`src/rtl/load_store_unit_if.sv`:
```
// rtl/load_store_unit_if.sv - pipeline request/response and word-memory bus of the load/store unit
//
// Purpose: groups the request handshake, the completion response and the
// word-memory strobes into one bundle.
// Modports:
//   slave  - load/store unit view: takes requests and memory read data,
//            drives req_ready, the response and the memory strobes.
//   master - pipeline/memory view: the mirror image of slave.
// Signals:
//   req_valid/req_ready/req_we/req_funct3/req_addr/req_wdata - request
//   resp_valid/resp_rdata/resp_fault                         - completion
//   mem_valid/mem_we/mem_addr/mem_wdata/mem_rdata            - word memory

interface load_store_unit_if #(
    parameter int XLEN = 32
);
    logic            req_valid;
    logic            req_ready;
    logic            req_we;
    logic [2:0]      req_funct3;
    logic [XLEN-1:0] req_addr;
    logic [XLEN-1:0] req_wdata;
    logic            resp_valid;
    logic [XLEN-1:0] resp_rdata;
    logic            resp_fault;
    logic            mem_valid;
    logic            mem_we;
    logic [XLEN-1:0] mem_addr;
    logic [XLEN-1:0] mem_wdata;
    logic [XLEN-1:0] mem_rdata;

    modport slave (
        input  req_valid, req_we, req_funct3, req_addr, req_wdata, mem_rdata,
        output req_ready, resp_valid, resp_rdata, resp_fault,
        output mem_valid, mem_we, mem_addr, mem_wdata
    );

    modport master (
        output req_valid, req_we, req_funct3, req_addr, req_wdata, mem_rdata,
        input  req_ready, resp_valid, resp_rdata, resp_fault,
        input  mem_valid, mem_we, mem_addr, mem_wdata
    );
endinterface

```
`src/rtl/load_store_unit.sv`:
```
// rtl/load_store_unit.sv - RV32I load/store unit in front of a word-wide memory
//
// Purpose: accepts one load or store at a time, performs it on a word memory
// (read-modify-write for byte/half stores) and reports completion with a
// one-cycle resp_valid pulse. Illegal funct3 codes fault without touching memory.
// Optional feature: define LSU_MISALIGN_TRAP_EN to fault misaligned half/word
// accesses; otherwise the low address bits below the access size are ignored.
// Ports:
//   clk - clock, rising edge
//   rst - synchronous active-low reset
//   bus - load_store_unit_if.slave (request, response and memory signals)

module load_store_unit #(
    parameter int XLEN = 32
) (
    input logic               clk,
    input logic               rst,
    load_store_unit_if.slave  bus
);
    typedef enum logic [2:0] {IDLE, LOAD, RMW_READ, WRITE, FAULT} state_t;

    state_t          state_q, state_d;
    logic            we_q, we_d;
    logic [2:0]      funct3_q, funct3_d;
    logic [XLEN-1:0] addr_q, addr_d;
    logic [XLEN-1:0] wdata_q, wdata_d;
    logic [XLEN-1:0] merge_q, merge_d;
    logic [XLEN-1:0] rdata_q, rdata_d;
    logic            resp_valid_q, resp_valid_d;
    logic            resp_fault_q, resp_fault_d;

    logic            req_illegal;
    logic            req_misaligned;
    logic [7:0]      byte_lane;
    logic [15:0]     half_lane;
    logic [XLEN-1:0] load_ext;
    logic [XLEN-1:0] store_word;
    logic            mem_valid_c, mem_we_c;
    logic [XLEN-1:0] mem_wdata_c;

    // Fault decode on the incoming request, evaluated at acceptance.
    always_comb begin
        if (bus.req_we) begin
            req_illegal = (bus.req_funct3 > 3'b010);
        end else begin
            req_illegal = (bus.req_funct3 == 3'b011) || (bus.req_funct3 == 3'b110) ||
                          (bus.req_funct3 == 3'b111);
        end
`ifdef LSU_MISALIGN_TRAP_EN
        req_misaligned = ((bus.req_funct3[1:0] == 2'b01) && bus.req_addr[0]) ||
                         ((bus.req_funct3[1:0] == 2'b10) && (bus.req_addr[1:0] != 2'b00));
`else
        req_misaligned = 1'b0;
`endif
    end

    // Lane selection: half lanes use only addr[1], so addr[0] is ignored for halves.
    assign byte_lane = bus.mem_rdata[{addr_q[1:0], 3'b000} +: 8];
    assign half_lane = bus.mem_rdata[{addr_q[1], 4'b0000} +: 16];

    // funct3[2] marks the unsigned variants (LBU/LHU).
    always_comb begin
        case (funct3_q[1:0])
            2'b00:   load_ext = {{(XLEN-8){~funct3_q[2] & byte_lane[7]}}, byte_lane};
            2'b01:   load_ext = {{(XLEN-16){~funct3_q[2] & half_lane[15]}}, half_lane};
            default: load_ext = bus.mem_rdata;
        endcase
    end

    // Store data: the merge register with the addressed lane overwritten, or the full word for SW.
    always_comb begin
        store_word = merge_q;
        case (funct3_q[1:0])
            2'b00:   store_word[{addr_q[1:0], 3'b000} +: 8] = wdata_q[7:0];
            2'b01:   store_word[{addr_q[1], 4'b0000} +: 16] = wdata_q[15:0];
            default: store_word = wdata_q;
        endcase
    end

    always_comb begin
        state_d      = state_q;
        we_d         = we_q;
        funct3_d     = funct3_q;
        addr_d       = addr_q;
        wdata_d      = wdata_q;
        merge_d      = merge_q;
        rdata_d      = rdata_q;
        resp_valid_d = 1'b0;
        resp_fault_d = 1'b0;
        mem_valid_c  = 1'b0;
        mem_we_c     = 1'b0;
        mem_wdata_c  = '0;
        case (state_q)
            IDLE: begin
                if (bus.req_valid) begin
                    we_d     = bus.req_we;
                    funct3_d = bus.req_funct3;
                    addr_d   = bus.req_addr;
                    wdata_d  = bus.req_wdata;
                    if (req_illegal || req_misaligned) begin
                        state_d = FAULT;
                    end else if (!bus.req_we) begin
                        state_d = LOAD;
                    end else if (bus.req_funct3[1:0] == 2'b10) begin
                        state_d = WRITE;
                    end else begin
                        state_d = RMW_READ;
                    end
                end
            end
            LOAD: begin
                mem_valid_c  = 1'b1;
                rdata_d      = we_q ? '0 : load_ext;
                resp_valid_d = 1'b1;
                state_d      = IDLE;
            end
            RMW_READ: begin
                mem_valid_c = 1'b1;
                merge_d     = bus.mem_rdata;
                state_d     = WRITE;
            end
            WRITE: begin
                mem_valid_c  = 1'b1;
                mem_we_c     = 1'b1;
                mem_wdata_c  = store_word;
                rdata_d      = '0;
                resp_valid_d = 1'b1;
                state_d      = IDLE;
            end
            FAULT: begin
                rdata_d      = '0;
                resp_valid_d = 1'b1;
                resp_fault_d = 1'b1;
                state_d      = IDLE;
            end
            default: state_d = IDLE;
        endcase
    end

    always_ff @(posedge clk) begin
        if (!rst) begin
            state_q      <= IDLE;
            we_q         <= 1'b0;
            funct3_q     <= 3'b000;
            addr_q       <= '0;
            wdata_q      <= '0;
            merge_q      <= '0;
            rdata_q      <= '0;
            resp_valid_q <= 1'b0;
            resp_fault_q <= 1'b0;
        end else begin
            state_q      <= state_d;
            we_q         <= we_d;
            funct3_q     <= funct3_d;
            addr_q       <= addr_d;
            wdata_q      <= wdata_d;
            merge_q      <= merge_d;
            rdata_q      <= rdata_d;
            resp_valid_q <= resp_valid_d;
            resp_fault_q <= resp_fault_d;
        end
    end

    assign bus.req_ready  = (state_q == IDLE);
    assign bus.resp_valid = resp_valid_q;
    assign bus.resp_rdata = rdata_q;
    assign bus.resp_fault = resp_fault_q;
    // Strobes are gated by reset combinationally so a reset in WRITE never reaches memory.
    assign bus.mem_valid  = rst & mem_valid_c;
    assign bus.mem_we     = rst & mem_we_c;
    assign bus.mem_addr   = {addr_q[XLEN-1:2], 2'b00};
    assign bus.mem_wdata  = mem_wdata_c;
endmodule

```
`src/flat_wrapper.sv`:
```
// flat-port wrapper written by rule: the top's interface ports become plain ports
module load_store_unit_flat 
#(
    parameter int XLEN = 32
)
  (clk, rst, bus_req_valid, bus_req_we, bus_req_funct3, bus_req_addr, bus_req_wdata, bus_mem_rdata, bus_req_ready, bus_resp_valid, bus_resp_rdata, bus_resp_fault, bus_mem_valid, bus_mem_we, bus_mem_addr, bus_mem_wdata);
  load_store_unit_if #(.XLEN(XLEN)) bus_i ();
  input logic clk;
  input logic rst;
  input wire logic [$bits(bus_i.req_valid)-1:0] bus_req_valid;
  input wire logic [$bits(bus_i.req_we)-1:0] bus_req_we;
  input wire logic [$bits(bus_i.req_funct3)-1:0] bus_req_funct3;
  input wire logic [$bits(bus_i.req_addr)-1:0] bus_req_addr;
  input wire logic [$bits(bus_i.req_wdata)-1:0] bus_req_wdata;
  input wire logic [$bits(bus_i.mem_rdata)-1:0] bus_mem_rdata;
  output wire logic [$bits(bus_i.req_ready)-1:0] bus_req_ready;
  output wire logic [$bits(bus_i.resp_valid)-1:0] bus_resp_valid;
  output wire logic [$bits(bus_i.resp_rdata)-1:0] bus_resp_rdata;
  output wire logic [$bits(bus_i.resp_fault)-1:0] bus_resp_fault;
  output wire logic [$bits(bus_i.mem_valid)-1:0] bus_mem_valid;
  output wire logic [$bits(bus_i.mem_we)-1:0] bus_mem_we;
  output wire logic [$bits(bus_i.mem_addr)-1:0] bus_mem_addr;
  output wire logic [$bits(bus_i.mem_wdata)-1:0] bus_mem_wdata;
  assign bus_i.req_valid = bus_req_valid;
  assign bus_i.req_we = bus_req_we;
  assign bus_i.req_funct3 = bus_req_funct3;
  assign bus_i.req_addr = bus_req_addr;
  assign bus_i.req_wdata = bus_req_wdata;
  assign bus_i.mem_rdata = bus_mem_rdata;
  assign bus_req_ready = bus_i.req_ready;
  assign bus_resp_valid = bus_i.resp_valid;
  assign bus_resp_rdata = bus_i.resp_rdata;
  assign bus_resp_fault = bus_i.resp_fault;
  assign bus_mem_valid = bus_i.mem_valid;
  assign bus_mem_we = bus_i.mem_we;
  assign bus_mem_addr = bus_i.mem_addr;
  assign bus_mem_wdata = bus_i.mem_wdata;
  load_store_unit #(.XLEN(XLEN)) u_core (.clk(clk), .rst(rst), .bus(bus_i));
endmodule
```
`config.mk`:
```
export PLATFORM = sky130hd
export DESIGN_NAME = load_store_unit_flat
export DESIGN_NICKNAME = d
export VERILOG_FILES = /design/src/rtl/load_store_unit_if.sv /design/src/rtl/load_store_unit.sv /design/src/flat_wrapper.sv
export SDC_FILE = /design/constraint.sdc
export NUM_CORES = 1
export LEC_CHECK = 0
export BUFFER_PORTS_ARGS = -buffer_cell sky130_fd_sc_hd__buf_4
export CORE_UTILIZATION = 47
export DETAILED_ROUTE_END_ITERATION = 16
export PLACE_DENSITY_LB_ADDON = 0.25
export SYNTH_ARGS = -nofsm -noshare
export SYNTH_HDL_FRONTEND = slang
export SYNTH_SLANG_ARGS = --single-unit
```
`constraint.sdc`:
```
create_clock -name clk -period 5.5 [get_ports clk]
set_input_delay 0.275 -clock clk [delete_from_list [all_inputs] [get_ports clk]]
set_output_delay 0.275 -clock clk [all_outputs]
set_load 0.05 [all_outputs]
```
* Word level (Yosys, flattened, before mapping)
Index checks and enable logic that the tools add are counted.
** Word-level totals
- Word-level logic and storage cells :: 59
- Output and inout port bits :: 101
- Flip-flop bits (word level) :: 137
** Operators by class
- $add $sub $neg :: 2
- Bitwise logic cells :: 5
- Muxes and demuxes :: 17
- Order comparisons :: 1
- Shift-type cells :: 6
- Equal/unequal tests :: 10
- Reduce and logical (&&, ||, !) cells :: 9
** Operator list (number)
- 32-bit one-hot mux with 2 select lines :: 3
- 32-bit bitwise mux :: 2
- 32-bit two-way mux :: 2
- 16-bit by 7-bit variable shift with 32-bit output, first input constant :: 1
- 8-bit by 7-bit variable shift with 32-bit output, first input constant :: 1
- 16-bit by 7-bit indexed part select with 32-bit output :: 1
- 32-bit by 6-bit indexed part select with 16-bit output :: 1
- 32-bit by 6-bit indexed part select with 8-bit output :: 1
- 8-bit by 7-bit indexed part select with 32-bit output :: 1
- 5-bit negator with 7-bit output :: 2
- 3-bit by 2-bit == test with 1-bit output, second input constant :: 3
- 3-bit == test, second input constant :: 3
- 3-bit two-way mux :: 3
- 1-bit two-way mux :: 6
- 3-bit one-hot mux with 2 select lines :: 1
- 3-bit OR reduction :: 2
- 1-bit AND :: 4
- 3-bit by 1-bit == test with 1-bit output, second input constant :: 1
- 3-bit by 2-bit greater-than comparator with 1-bit output, second input constant :: 1
- 3-bit logical NOT :: 1
- 2-bit by 1-bit == test with 1-bit output, second input constant :: 1
- 2-bit == test, second input constant :: 1
- 2-bit logical NOT :: 1
- 1-bit logical OR :: 2
- 5 further kinds :: 5

* Logic depth before layout (Yosys ltp)
- Depth in word-level cells :: 7
- Gate-level depth with buffers :: 9
- Gate-level depth less buffers :: 6

* Least setup slack after synthesis
OpenSTA, ideal clock, no wires.
- Kind :: reg2out
- Start :: reg u_core.addr_q[1]
- End :: out bus_mem_wdata[30]
- Data arrival time :: 2.958 ns
- Path slack :: 2.267 ns
- Stages on the path, launching flop included :: 8
- Cells stage by stage :: dfxtp_1 buf_2 inv_1 clkbuf_1 ha_1 nor4b_2 a221oi_1 nor3_1
** Between the ends
- Longest elaborated chain between the ends :: 5
- Elaborated cells on any way between the ends :: 10
- Classes of those cells :: add/sub (2); shift (4); mux (4)
** RTL lines
- from (decl) :: line load_store_unit.sv:25 : logic [XLEN-1:0] addr_q, addr_d;
- from (signal assigned) :: line load_store_unit.sv:155 : addr_q <= addr_d;
- 5-bit negator with 7-bit output (on tied branches) :: line load_store_unit.sv:75, load_store_unit.sv:74
- 16-bit by 7-bit indexed part select with 32-bit output (tied with other cells) :: line load_store_unit.sv:75 : 2'b01: store_word[{addr_q[1], 4'b0000} +: 16] = wdata_q[15:0];
- 32-bit bitwise mux (on tied branches) :: line load_store_unit.sv:75, load_store_unit.sv:74
- 32-bit one-hot mux with 2 select lines * :: line load_store_unit.sv:73 : case (funct3_q[1:0])
- 32-bit two-way mux * :: line load_store_unit.sv:93 : case (state_q)
- to (decl) :: line flat_wrapper.sv:23 : output wire logic [$bits(bus_i.mem_wdata)-1:0] bus_mem_wdata;
Mark *: on every way between the ends. The rest lies on a longest branch, timed or not.

* Worst setup path after layout
- Start :: reg u_core.funct3_q[1]
- End :: out bus_mem_wdata[30]
** Between the ends
- Longest elaborated chain between the ends :: 3
- Elaborated cells on any way between the ends :: 4
- Classes of those cells :: eq/ne (1); mux (2); reduce/logical (1)
** RTL lines
- from (decl) :: line load_store_unit.sv:24 : logic [2:0] funct3_q, funct3_d;
- from (signal assigned) :: line load_store_unit.sv:154 : funct3_q <= funct3_d;
- 2-bit by 1-bit == test with 1-bit output / 2-bit logical NOT (equally long branches) :: line load_store_unit.sv:73
- 32-bit one-hot mux with 2 select lines * :: line load_store_unit.sv:73
- 32-bit two-way mux * :: line load_store_unit.sv:93
Marked as above.

==> summary.md <==
| Metric | Value |
|---|---|
| Outcome | `complete, no violations` |
| DRT Pass-1 Iters | `8` |
| Post-DP HPWL | `14700 um` |
| TritonCTS Buffers | `17` |
| Flop pwr share | `0.407` |
| Fin crit period | `3.39 ns` |
| First DRT Iteration DRCs | `675` |
| Period utilisation layout | `0.617` |
| Share of the yosys chip area belonging to registers | `0.403` |
| Yosys reg bits | `137` |
| CP arrival | `3.12 ns` |
| Core area | `14000 sq um` |
| Syn Area/Cell | `7.85 sq um` |
| Slew Viols, Final | `0` |
| Post-CTS sizing | `0` |
| First-pass GRT wire length | `32300 um` |
| Root Buffer | `clkbuf_16` |
| Final setup TNS | `0 ns` |
| Slew @ Worst Pin | `1.08 ns` |
| Hold buffers post-CTS | `0` |
| RSZ-0062 raised after global routing | `no` |
| Worst Setup End Kind | `output port` |
| Fin Hold WS | `0.101 ns` |
| Clock group share of total power | `0.423` |
| Post-DR vias/cell | `5.76` |
| Number of global-route vias before repair | `6212` |
| Endpoints failing setup | `0` |
| Largest stage delay, worst path | `0.85 ns` |
| CP startpoint | `u_core.funct3_q[1]$_SDFFE_PN0P_` |
| # Post-CTS Setup Buffers | `0` |
| Logic pwr share | `0.170` |
| Max Freq | `295 MHz` |
| Largest net degree at the start of global routing | `68` |
| Critical Path RT | `5.22 ns` |
| Area Growth Syn to Fin | `26.5%` |
| DR DRC count | `0` |
| Post-synth EDFFs | `0` |
| Die Area | `15000 sq um` |
| RR Startpoint | `u_core.funct3_q[0]$_SDFFE_PN0P_` |
| Max Cap Viol | `0` |
| Leakage power total | `3.47 nW` |
| PD cells | `312 nW/um^2` |
| Setup CP Type | `reg -> out` |
| DIE WIDTH | `122 um` |
| Grt ovf | `0` |
| CP Cell Sequence | `clkinv_1 -> nand2_1 -> o22ai_1 -> nor3_1 -> buf_4` |
| Top-level I/O count | `204` |
| Slew headroom | `0.282` |
| Hold Crit Class | `in -> reg` |
| Starting density of the core | `0.487` |
| Drt wl/cell | `17.8 um` |
| Synth Cell Area | `6810 sq um` |
| Netlist cell types | `48` |
| Via count | `6772` |
| Worst IR drop on VDD | `0.233 mV` |
| GRT Total Usage | `0.281` |
| Crit-path max FO | `23` |
| Clock transition at the registers of the reported paths | `0.06 ns` |
| Crit-path slowest cell | `dfxtp_1` |
| Post-synth ARST share | `0` |
| CTS H-tree lvls | `4` |
| Clock Latency Late Sink | `0.42 ns` |
| Final Skew | `0.00951 ns` |
| Psw | `0.000784 W` |
| Nets@finish | `1091` |
| ANT nets after route | `0` |
| Clock buffer depth | `2` |
| Placer Congestion | `0.932` |
| # rows | `43` |
| Crit path max-delay family | `buffers and inverters` |
| CTS Sinks | `137` |
| Startpoint Class | `register` |
| Cell count after synthesis | `867` |
| Post-synth top flop | `dfxtp_1` |
| DRT Wirelength | `20900 um` |
| Syn. warnings | `0` |
| I/O Buffers | `201` |
| WP buf/inv | `2` |
| Sw frac | `0.292` |
| Internal | `0.00190 W` |
| Die Ht | `122 um` |
| Hold Startpoint | `bus_req_addr[14]` |
| Endpoints failing hold | `0` |
| Initial antenna violation count | `0` |
| N_diodes | `0` |
| Layout cells sized above 1 | `0.265` |
| CTS tree | `yes` |
routing by layer:
layer,global-route usage,up-vias,wire length (um)
li1,-,3249,-
met1,0.359,3137,8780
met4,0.133,0,662
met3,0.0683,49,1710
met5,0,-,0
met2,0.443,337,9740
cells in the final DEF, fill, tap and decap left out, types with 3 or more instances in the layout:
cell type | synthesis | layout
nand2_1 | 215 | 214
buf_4 | 32 | 207
dfxtp_1 | 137 | 136
a21oi_1 | 124 | 124
nor2_1 | 27 | 27
a22oi_1 | 25 | 25
o21ai_0 | 19 | 19
clkbuf_16 | 0 | 17
mux2_2 | 16 | 16
o22ai_1 | 16 | 16
a221oi_1 | 16 | 16
a22o_1 | 16 | 16
o21bai_1 | 16 | 16
inv_1 | 14 | 13
nor3_1 | 12 | 12
nor2b_1 | 12 | 12
mux2i_1 | 9 | 9
a221o_1 | 8 | 8
a32o_1 | 8 | 8
nor3b_1 | 8 | 8
o2111ai_1 | 8 | 8
o2bb2ai_1 | 7 | 7
a222oi_1 | 6 | 6
ha_1 | 5 | 5
clkinv_2 | 0 | 3
and2_1 | 4 | 3
clkbuf_1 | 55 | 3
clkinvlp_4 | 0 | 3
Yosys cell counts (8+ instances only):
cell | instances | share of area
nand2_1 | 215 | 0.12
dfxtp_1 | 137 | 0.40
a21oi_1 | 124 | 0.091
clkbuf_1 | 55 | 0.030
buf_4 | 32 | 0.035
nor2_1 | 27 | 0.015
a22oi_1 | 25 | 0.028
o21ai_0 | 19 | 0.014
a221oi_1 | 16 | 0.021
a22o_1 | 16 | 0.021
mux2_2 | 16 | 0.026
o21bai_1 | 16 | 0.018
o22ai_1 | 16 | 0.015
inv_1 | 14 | 0.0077
nor2b_1 | 12 | 0.011
nor3_1 | 12 | 0.0088
buf_1 | 11 | 0.0061
buf_2 | 11 | 0.0081
mux2i_1 | 9 | 0.013
a221o_1 | 8 | 0.012
a32o_1 | 8 | 0.012
nor3b_1 | 8 | 0.0088
o2111ai_1 | 8 | 0.010
state kept, by name, indices dropped and copies added (netlist names):
register               flops
u_core.state_q             3
u_core.funct3_q            3
u_core.merge_q            32
u_core.wdata_q            32
u_core.addr_q             32
u_core.bus.resp_rdata     32
u_core.bus.resp_valid      1
u_core.bus.resp_fault      1
u_core.we_q                1
per-stage QoR:
step                      std cells  area (sq um)  worst slack [ns]  power (W)  utilization
after floorplan                 868          6810              2.27    0.00142            -
after global placement         1144          8030              2.69    0.00156        0.574
after detailed placement       1144          8030              2.62    0.00156        0.574
after CTS                      1176          8620              2.19    0.00269        0.616
after global routing           1176          8620              1.89    0.00278        0.616
final                          1176          8620              2.11    0.00268        0.616
kinds of logic (layout without fill, tap and decap cells):
family | after synthesis | after routing | synth area share
mux | 25 | 25 | 0.0397
compound gates | 280 | 280 | 0.273
fa+ha+maj | 5 | 5 | 0.00919
other cells | 1 | 2 | 0.000551
buf+inv | 127 | 255 | 0.0919
simple gates | 292 | 292 | 0.183
flops | 137 | 137 | 0.403
final timing paths:
kind	end	slack, ns	depth (start not counted)
worst max-delay path	bus_mem_wdata[30]	2.11	5
worst min-delay path	u_core.addr_q[14]$_SDFFE_PN0P_	0.10	3
worst min register to register	u_core.addr_q[26]$_SDFFE_PN0P_	0.45	2
worst max register to register	u_core.bus.resp_rdata[18]$_SDFFE_PN0P_	2.79	5
tightest hold or removal path, stage by stage:
cell and delay (ns):
buf_4 0.11, nand2_1 0.04, a21oi_1 0.05
power groups by stage:
stage               Sequential, W  Clock (W)  Combinational, W
floorplan                 0.00111          0          0.000310
global placement          0.00111          0          0.000448
detailed placement        0.00111          0          0.000452
CTS                       0.00109    0.00114          0.000453
global route              0.00110    0.00119          0.000491
finish                    0.00109    0.00114          0.000455
final cells by class:
cell class / count / area [sq um]
clock buffers: 22 / 464
clock inverters: 10 / 119
fillers: 1291 / 5370
inverters: 16 / 61.3
multi-input cells: 604 / 3450
flip-flops and latches: 137 / 2740
well taps: 180 / 225
repair buffers: 207 / 1550
Note: power is estimated with default switching activity, not from simulation.
